### src/rtl/key_event_queue_if.sv
// Keycode/frame inputs and queued-event outputs between the USB PIO
// and the ball motion stage.
interface key_event_queue_if #(
    parameter int KEY_W = 8,
    parameter int DEPTH = 4
);
    localparam int CNT_W = $clog2(DEPTH + 1);

    logic [KEY_W-1:0] keycode_in;
    logic             frame_clk;
    logic [KEY_W-1:0] key_out;
    logic             key_valid;
    logic [CNT_W-1:0] fifo_count;
    logic             overflow;

    modport master (
        output keycode_in,
        output frame_clk,
        input  key_out,
        input  key_valid,
        input  fifo_count,
        input  overflow
    );

    modport slave (
        input  keycode_in,
        input  frame_clk,
        output key_out,
        output key_valid,
        output fifo_count,
        output overflow
    );
endinterface

### src/rtl/key_event_queue.sv
// Turns raw keycodes into press events, queues them and releases
// one per rising edge of frame_clk.
module key_event_queue #(
    parameter int DEPTH         = 4,
    parameter int KEY_W         = 8,
    parameter bit FILTER_ARROWS = 1'b1
) (
    input logic               Clk,
    input logic               Reset,
    key_event_queue_if.slave  bus
);
    localparam int PW = (DEPTH > 1) ? $clog2(DEPTH) : 1;
    localparam int CW = $clog2(DEPTH + 1);
    localparam logic [CW-1:0] FULL_CNT = CW'(DEPTH);
    localparam logic [KEY_W-1:0] ARROW_LO = KEY_W'(8'h4F);
    localparam logic [KEY_W-1:0] ARROW_HI = KEY_W'(8'h52);

    logic [KEY_W-1:0] kc_q;
    logic [KEY_W-1:0] kc_prev;
    logic             s1;
    logic             s2;
    logic             s3;

    logic [KEY_W-1:0] mem [DEPTH];
    logic [PW-1:0]    rd_ptr;
    logic [PW-1:0]    wr_ptr;
    logic [CW-1:0]    count;

    logic [KEY_W-1:0] key_r;
    logic             valid_r;
    logic             ovf_r;

    logic pass;
    logic press;
    logic tick;
    logic full;
    logic empty;
    logic pop;
    logic push;
    logic drop;

    always_comb begin
        pass  = 1'b1;
        if (FILTER_ARROWS)
            pass = (kc_q >= ARROW_LO) && (kc_q <= ARROW_HI);
        press = (kc_q != '0) && (kc_q != kc_prev) && pass;
        tick  = s2 & ~s3;
        full  = (count == FULL_CNT);
        empty = (count == '0);
        pop   = tick & ~empty;
        // A pop in the same cycle frees the slot, so a full queue
        // still accepts the press.
        push  = press & (~full | pop);
        drop  = press & full & ~pop;
    end

    always_ff @(posedge Clk) begin
        if (Reset) begin
            kc_q    <= '0;
            kc_prev <= '0;
            s1      <= 1'b0;
            s2      <= 1'b0;
            s3      <= 1'b0;
        end else begin
            kc_q    <= bus.keycode_in;
            kc_prev <= kc_q;
            s1      <= bus.frame_clk;
            s2      <= s1;
            s3      <= s2;
        end
    end

    always_ff @(posedge Clk) begin
        if (!Reset && push)
            mem[wr_ptr] <= kc_q;
    end

    always_ff @(posedge Clk) begin
        if (Reset) begin
            rd_ptr <= '0;
            wr_ptr <= '0;
            count  <= '0;
        end else begin
            if (push)
                wr_ptr <= wr_ptr + PW'(1);
            if (pop)
                rd_ptr <= rd_ptr + PW'(1);
            unique case (1'b1)
                push & ~pop: count <= count + CW'(1);
                pop & ~push: count <= count - CW'(1);
                default:     count <= count;
            endcase
        end
    end

    // Output only changes on a frame tick; held for the whole frame.
    always_ff @(posedge Clk) begin
        if (Reset) begin
            key_r   <= '0;
            valid_r <= 1'b0;
            ovf_r   <= 1'b0;
        end else begin
            if (drop)
                ovf_r <= 1'b1;
            if (tick) begin
                unique case (1'b1)
                    pop: begin
                        key_r   <= mem[rd_ptr];
                        valid_r <= 1'b1;
                    end
                    default: begin
                        key_r   <= '0;
                        valid_r <= 1'b0;
                    end
                endcase
            end
        end
    end

    assign bus.key_out    = key_r;
    assign bus.key_valid  = valid_r;
    assign bus.fifo_count = count;
    assign bus.overflow   = ovf_r;
endmodule

### src/flat_wrapper.sv
// flat-port wrapper written by rule: the top's interface ports become plain ports
module key_event_queue_flat 
#(
    parameter int DEPTH         = 4,
    parameter int KEY_W         = 8,
    parameter bit FILTER_ARROWS = 1'b1
)
  (Clk, Reset, bus_keycode_in, bus_frame_clk, bus_key_out, bus_key_valid, bus_fifo_count, bus_overflow);
  key_event_queue_if #(.KEY_W(KEY_W), .DEPTH(DEPTH)) bus_i ();
  input logic Clk;
  input logic Reset;
  input wire logic [$bits(bus_i.keycode_in)-1:0] bus_keycode_in;
  input wire logic [$bits(bus_i.frame_clk)-1:0] bus_frame_clk;
  output wire logic [$bits(bus_i.key_out)-1:0] bus_key_out;
  output wire logic [$bits(bus_i.key_valid)-1:0] bus_key_valid;
  output wire logic [$bits(bus_i.fifo_count)-1:0] bus_fifo_count;
  output wire logic [$bits(bus_i.overflow)-1:0] bus_overflow;
  assign bus_i.keycode_in = bus_keycode_in;
  assign bus_i.frame_clk = bus_frame_clk;
  assign bus_key_out = bus_i.key_out;
  assign bus_key_valid = bus_i.key_valid;
  assign bus_fifo_count = bus_i.fifo_count;
  assign bus_overflow = bus_i.overflow;
  key_event_queue #(.DEPTH(DEPTH), .KEY_W(KEY_W), .FILTER_ARROWS(FILTER_ARROWS)) u_core (.Clk(Clk), .Reset(Reset), .bus(bus_i));
endmodule
### config.mk
export PLATFORM = sky130hd
export DESIGN_NAME = key_event_queue_flat
export DESIGN_NICKNAME = d
export VERILOG_FILES = /design/src/rtl/key_event_queue_if.sv /design/src/rtl/key_event_queue.sv /design/src/flat_wrapper.sv
export SDC_FILE = /design/constraint.sdc
export NUM_CORES = 1
export LEC_CHECK = 0
export CELL_PAD_IN_SITES_DETAIL_PLACEMENT = 0
export CELL_PAD_IN_SITES_GLOBAL_PLACEMENT = 2
export CORE_UTILIZATION = 43
export CTS_CLUSTER_DIAMETER = 100
export DETAILED_ROUTE_END_ITERATION = 6
export DONT_BUFFER_PORTS = 1
export HOLD_SLACK_MARGIN = 0.12
export PLACE_DENSITY = 0.78
export SYNTH_ARGS = -nofsm -noshare
export SYNTH_HDL_FRONTEND = slang
export SYNTH_SLANG_ARGS = --single-unit
### constraint.sdc
create_clock -name Clk -period 2.8 [get_ports Clk]
set_input_delay 0.56 -clock Clk [delete_from_list [all_inputs] [get_ports Clk]]
set_output_delay 0.56 -clock Clk [all_outputs]
set_load 0.01 [all_outputs]
Word-level counts from Yosys, hierarchy flattened
Memory sizes are Yosys's and may differ from the RTL's. A register that Yosys moved wholly into a read port is not among the register bits.
Index checks and enable logic that the tools add are counted.
Widths: inputs -> output; s select.
{ "word_totals": {"register_bits": 36, "ram_bits": 32, "inputBits": 11, "wordCells": 48, "memories": 1} }
{ "memory_table": {"columns": ["name", "words", "word_bits", "rd", "rd_clocked_by_memory_dff", "wr", "line_no", "source"], "rows": [
  ["u_core.mem", 4, 8, 1, 1, 1, "key_event_queue.sv:24", "logic [KEY_W-1:0] mem [DEPTH];"]
]} }
{ "classes": {"add_sub_neg": 4, "n_lt_le_gt_ge": 2, "n_eq_ne": 2, "muxes": 7, "bitwise_logic": 13, "reduce_logical": 8} }
{ "ops": {"columns": ["operator", "count"], "rows": [
  ["$ge 8x7->1 const B", 1],
  ["$le 8x7->1 const B", 1],
  ["$mux 8", 1],
  ["$ne 8x8->1", 1],
  ["$reduce_bool 8->1", 1],
  ["$and 1x1->1", 7],
  ["$pmux 3 s2", 1],
  ["$not 1->1", 5],
  ["$add 2x1->2 const B", 2],
  ["$logic_and 1x1->1", 4],
  ["$mux 2", 2],
  ["$add 3x1->3 const B", 1],
  ["$eq 3x3->1 const B", 1],
  ["$logic_not 3->1", 1],
  ["$mux 1", 3],
  ["$sub 3x1->3 const B", 1],
  ["$reduce_bool 2->1", 1],
  ["$logic_not 1->1", 1],
  ["$or 1x1->1", 1]
]} }

Depth between registers and ports, before layout
{ "logic_depth": {"depth_word": 8, "depth_mapped": 10} }

Worst setup path after synthesis
Ideal clock, no wire load.
{ "synth_path": {"path_kind": "register to register", "from": "register u_core.kc_q[1]", "to": "memory u_core.mem[1][0] (enable)", "setup_ns": 0.385, "t_arrival_ns": 1.899, "required_time_ns": 2.415, "slack_ns": 0.516, "stages_incl_launch_ff": 7, "n_path_buf": 1, "synth_period_minus_slack_ns": 2.284, "path_cell_list": "dfxtp_1 a211o_1 mux2i_1 o211a_1 buf_6 nand2_1 nor3b_1"} }
{ "synth_between": {"elab_chain_cells": 7, "elab_cells_between_ends": 11, "classes_between": "2 x order compare; 1 x eq/ne; 2 x mux; 1 x bitwise; 5 x reduce/logical"} }
{ "synth_lines": {"columns": ["element", "line_no", "source"], "rows": [
  ["start, declared", "key_event_queue.sv:18", "logic [KEY_W-1:0] kc_q;"],
  ["start signal, assigned", "key_event_queue.sv:65", "kc_q <= bus.keycode_in;"],
  ["$ge 8x7->1 (tied with other cells)", "key_event_queue.sv:45", "pass = (kc_q >= ARROW_LO) && (kc_q <= ARROW_HI);"],
  ["$logic_and 1x1->1, on equally long branches", "key_event_queue.sv:45, key_event_queue.sv:46", null],
  ["$logic_and 1x1->1 (*)", "key_event_queue.sv:46", "press = (kc_q != '0) && (kc_q != kc_prev) && pass;"],
  ["$and 1x1->1 (*)", "key_event_queue.sv:53", "push = press & (~full | pop);"],
  ["$logic_and 1x1->1 (*)", "key_event_queue.sv:74", "if (!Reset && push)"],
  ["$mux 1 (*)", "key_event_queue.sv:74", null],
  ["$mux 1 (not written as such) (*)", "key_event_queue.sv:75", "mem[wr_ptr] <= kc_q;"],
  ["end, declared", "key_event_queue.sv:24", null]
]} }
Mark *: on every way between the ends. The rest lies on a longest branch, timed or not.

Final worst setup path
{ "layout_path": {"from": "register u_core.kc_q[1]", "to": "register u_core.count[2] (netlist: u_core.bus.fifo_count[2])"} }
{ "layout_between": {"elab_chain_cells": 7, "elab_cells_between_ends": 13, "classes_between": "2 x order compare; 1 x eq/ne; 1 x mux; 4 x bitwise; 5 x reduce/logical"} }
{ "layout_lines": {"columns": ["element", "line_no", "source"], "rows": [
  ["$ge 8x7->1 (tied with other cells)", "key_event_queue.sv:45", null],
  ["$logic_and 1x1->1, on equally long branches", "key_event_queue.sv:45, key_event_queue.sv:46", null],
  ["$logic_and 1x1->1 (*)", "key_event_queue.sv:46", null],
  ["$and 1x1->1 (*)", "key_event_queue.sv:53", null],
  ["$not 1->1", "key_event_queue.sv:90", "pop & ~push: count <= count - CW'(1);"],
  ["$and 1x1->1", "key_event_queue.sv:90", null],
  ["$pmux 3 s2 or $reduce_bool 2->1 (tied branches)", null, null],
  ["end signal, assigned", "key_event_queue.sv:89", "push & ~pop: count <= count + CW'(1);"],
  ["end signal, assigned", "key_event_queue.sv:90", null],
  ["end signal, assigned", "key_event_queue.sv:91", "default: count <= count;"],
  ["end, declared", "key_event_queue.sv:27", "logic [CW-1:0] count;"]
]} }
Marks and branches as above.
A chain may end at the register's enable or synchronous reset.

==> results.cfg <==
[critical_path]
end_kind = flip-flop
crit_chain = a211o_1 -> mux2i_1 -> o211a_1 -> nor2_1 -> fa_1 -> and3_1 -> mux2i_1 -> mux2_1
cp_max_fo = 8
slowest_stage = dfxtp_1
required_ns = 3.02
start_kind = flip-flop
path_buf_inv = 0
r2r_cells = 8
path_depth = 8
crit_arrival_ns = 2.50
crit_family = multiplexers
crit_type = reg2reg
path_common_cell = mux2i_1
max_stage_delay_ns = 0.38

[yosys]
synth-simple-area-share_pct = 13.54
synth-warning-count = 0
synth.distinct_cells = 32
muxShareOfSynthArea_pct = 8.381
synthCells = 194
synth.cell_area_um2 = 2643
synth_adder_area_share_pct = 2.652
synth-seq-cells = 70
ys_seq_area_share_pct = 65.15
synth_top_family_by_area = simple AND/OR/NAND/NOR gates
synth_nets = 210
synthXorXnorAreaFrac_pct = 3.314
synth-compound-area-share_pct = 4.735
postSynthAreaPerCell_um2 = 13.62

[sta]
holdWs_ns = 0.2850
fin_crit_ns = 2.282
fin_crit_sh_pct = 81.50
fin_skew_ns = 0.008047
slew_headroom_pct = 62.17
tightestPinTransition_ns = 0.5667
fin_tns_setup_ns = 0
finalSetupViolCount = 0
slew_violations = 0
worst_slack_ns = 0.5180
max_freq_ghz = 0.4382
hold_viol_final = 0
rsz0062_at_grt = no

[detailed_routing]
ant_nets = 0
vias = 1481
wl_per_cell_um = 16.18
first_pass_iters = 4
finalWirelength_mm = 4.564
initialDrtViolationCount = 129
viasPerCell = 5.252
drc = 0

[floorplan]
core_um2 = 5921
die_h_um = 80.39
num_rows = 28
die_w_um = 80.39
io_pins = 24
start_util_pct = 44.63
die-area_um2 = 6463

[cts]
clock-sinks = 70
cts_buffer_depth = 2
cts_resized = 0
cts_buffers = 9
cts_hold_buf = 0
cts_tree = yes
clock_latency_ns = 0.34
cts_setup_buffers = 0
path_clk_slew_ns = 0.07
htree_num_levels = 3
clockRootBuffer = clkbuf_8

[final_layout]
ff_latch_area_um2 = 1722
final_area_um2 = 2932
fill_cells = 518
multi_input_area_um2 = 862.1
antenna_cells = 0
final_nets = 218
drive_gt1_share_pct = 14.01
area_growth_pct = 10.94
final_cell_mix = 38 x dfxtp_1, 32 x edfxtp_1, 20 x nor2b_1
final_common_cell = dfxtp_1
final_cells = 282

[global_route]
overflow = 0
antenna_found_initial = 0
grtUsageTotal_pct = 16.96
grt_pass1_vias = 1516
grt_max_degree = 44
grt_first_pass_wirelength_mm = 7.776

[placed_design]
placedCellCount = 266
hpwl_mm = 2.913
placement.io_buffers = 0
place_ws_ns = 0.5379
place_area_um2 = 2741
gp_congestion = 0.7702

[worst_hold_path]
hp-class = in2reg
holdPathStages = 1

[power]
vdd.ir_drop.worst_mv = 0.3120
p_leak_nw = 0.9974
p_per_area_nw_per_um2 = 654.0

[job]
drv_cap = 0

[run_status]
status = completed
==> final timing paths <==
check / to / slack [ns] / start
worst max-delay path: u_core.bus.fifo_count[2] / 0.52 / u_core.kc_q[1]
worst min-delay path: u_core.bus.key_valid / 0.28 / Reset
worst max register to register: u_core.bus.fifo_count[2] / 0.52 / u_core.kc_q[1]
worst min register to register: u_core.s2 / 0.44 / u_core.s1
==> cell families after synthesis <==
group / after synthesis
AOI/OAI and AO/OA: 18
and+or+nand+nor: 66
muxes: 12
xor gates and xnor gates: 10
buffers and inverters: 13
adders and majority gates: 5
DFF: 70
==> registers in the layout (all words and copies together) (netlist names), named ones only <==
register,flops
u_core.mem,32
u_core.bus.key_out,8
u_core.kc_q,8
u_core.bus.overflow,1
u_core.bus.fifo_count,3
u_core.s3,1
u_core.bus.key_valid,1
u_core.s2,1
u_core.s1,1
u_core.kc_prev,8
u_core.rd_ptr,2
u_core.wr_ptr,2
==> power by group <==
part           switching, mW  total [mW]  internal, mW
clock network          0.368       0.781         0.414
logic                 0.0164      0.0373        0.0209
registers             0.0178        1.10          1.08
total                  0.402        1.92          1.52
==> through the flow <==
stage	util (%)	total power [mW]
3_3_place_gp	46.30	1.157
2_1_floorplan	-	1.154
5_1_grt	49.51	2.001
4_1_cts	49.51	1.941
6_report	49.51	1.917
3_5_place_dp	46.30	1.159
==> cell usage after synthesis <==
cell type | instances | share of area (%)
buf_2 | 2 | 0.38
o311ai_1 | 1 | 0.33
fa_1 | 1 | 0.76
buf_6 | 1 | 0.43
and3_1 | 3 | 0.71
nand3_1 | 4 | 0.76
nor2_1 | 18 | 2.6
edfxtp_1 | 32 | 36
a211o_1 | 1 | 0.33
nor3b_1 | 5 | 1.4
o211ai_1 | 1 | 0.28
xnor2_1 | 9 | 3.0
or4_1 | 1 | 0.28
xor2_1 | 1 | 0.33
mux4_2 | 8 | 6.8
mux2i_1 | 3 | 1.1
nor3_1 | 2 | 0.38
mux2_1 | 1 | 0.43
o211a_1 | 1 | 0.38
buf_1 | 1 | 0.14
clkbuf_1 | 6 | 0.85
or2_2 | 1 | 0.24
a22oi_1 | 8 | 2.3
o21ai_0 | 2 | 0.38
a21oi_1 | 4 | 0.76
nor2b_1 | 20 | 4.7
inv_1 | 3 | 0.43
nand2_1 | 4 | 0.57
nand2b_1 | 1 | 0.24
nand4_1 | 7 | 1.7
dfxtp_1 | 38 | 29
ha_1 | 4 | 1.9
==> layout make-up <==
cell class	instances	area share, %
Timing Repair Buffer	7	1.793
Multi-Input combinational cell	111	29.41
Clock inverter	5	2.006
Inverter	3	0.3841
Sequential cell	70	58.73
Tap cell	75	3.201
Clock buffer	11	4.481
==> layer usage <==
| metal | track usage [%] | wire (µm) |
|---|---|---|
| met1 | 21.90 | 2135 |
| met5 | 0 | 0 |
| met4 | 9.107 | 82 |
| met2 | 25.00 | 2132 |
| met3 | 5.682 | 214 |
Note: power is estimated with default switching activity, not from simulation.
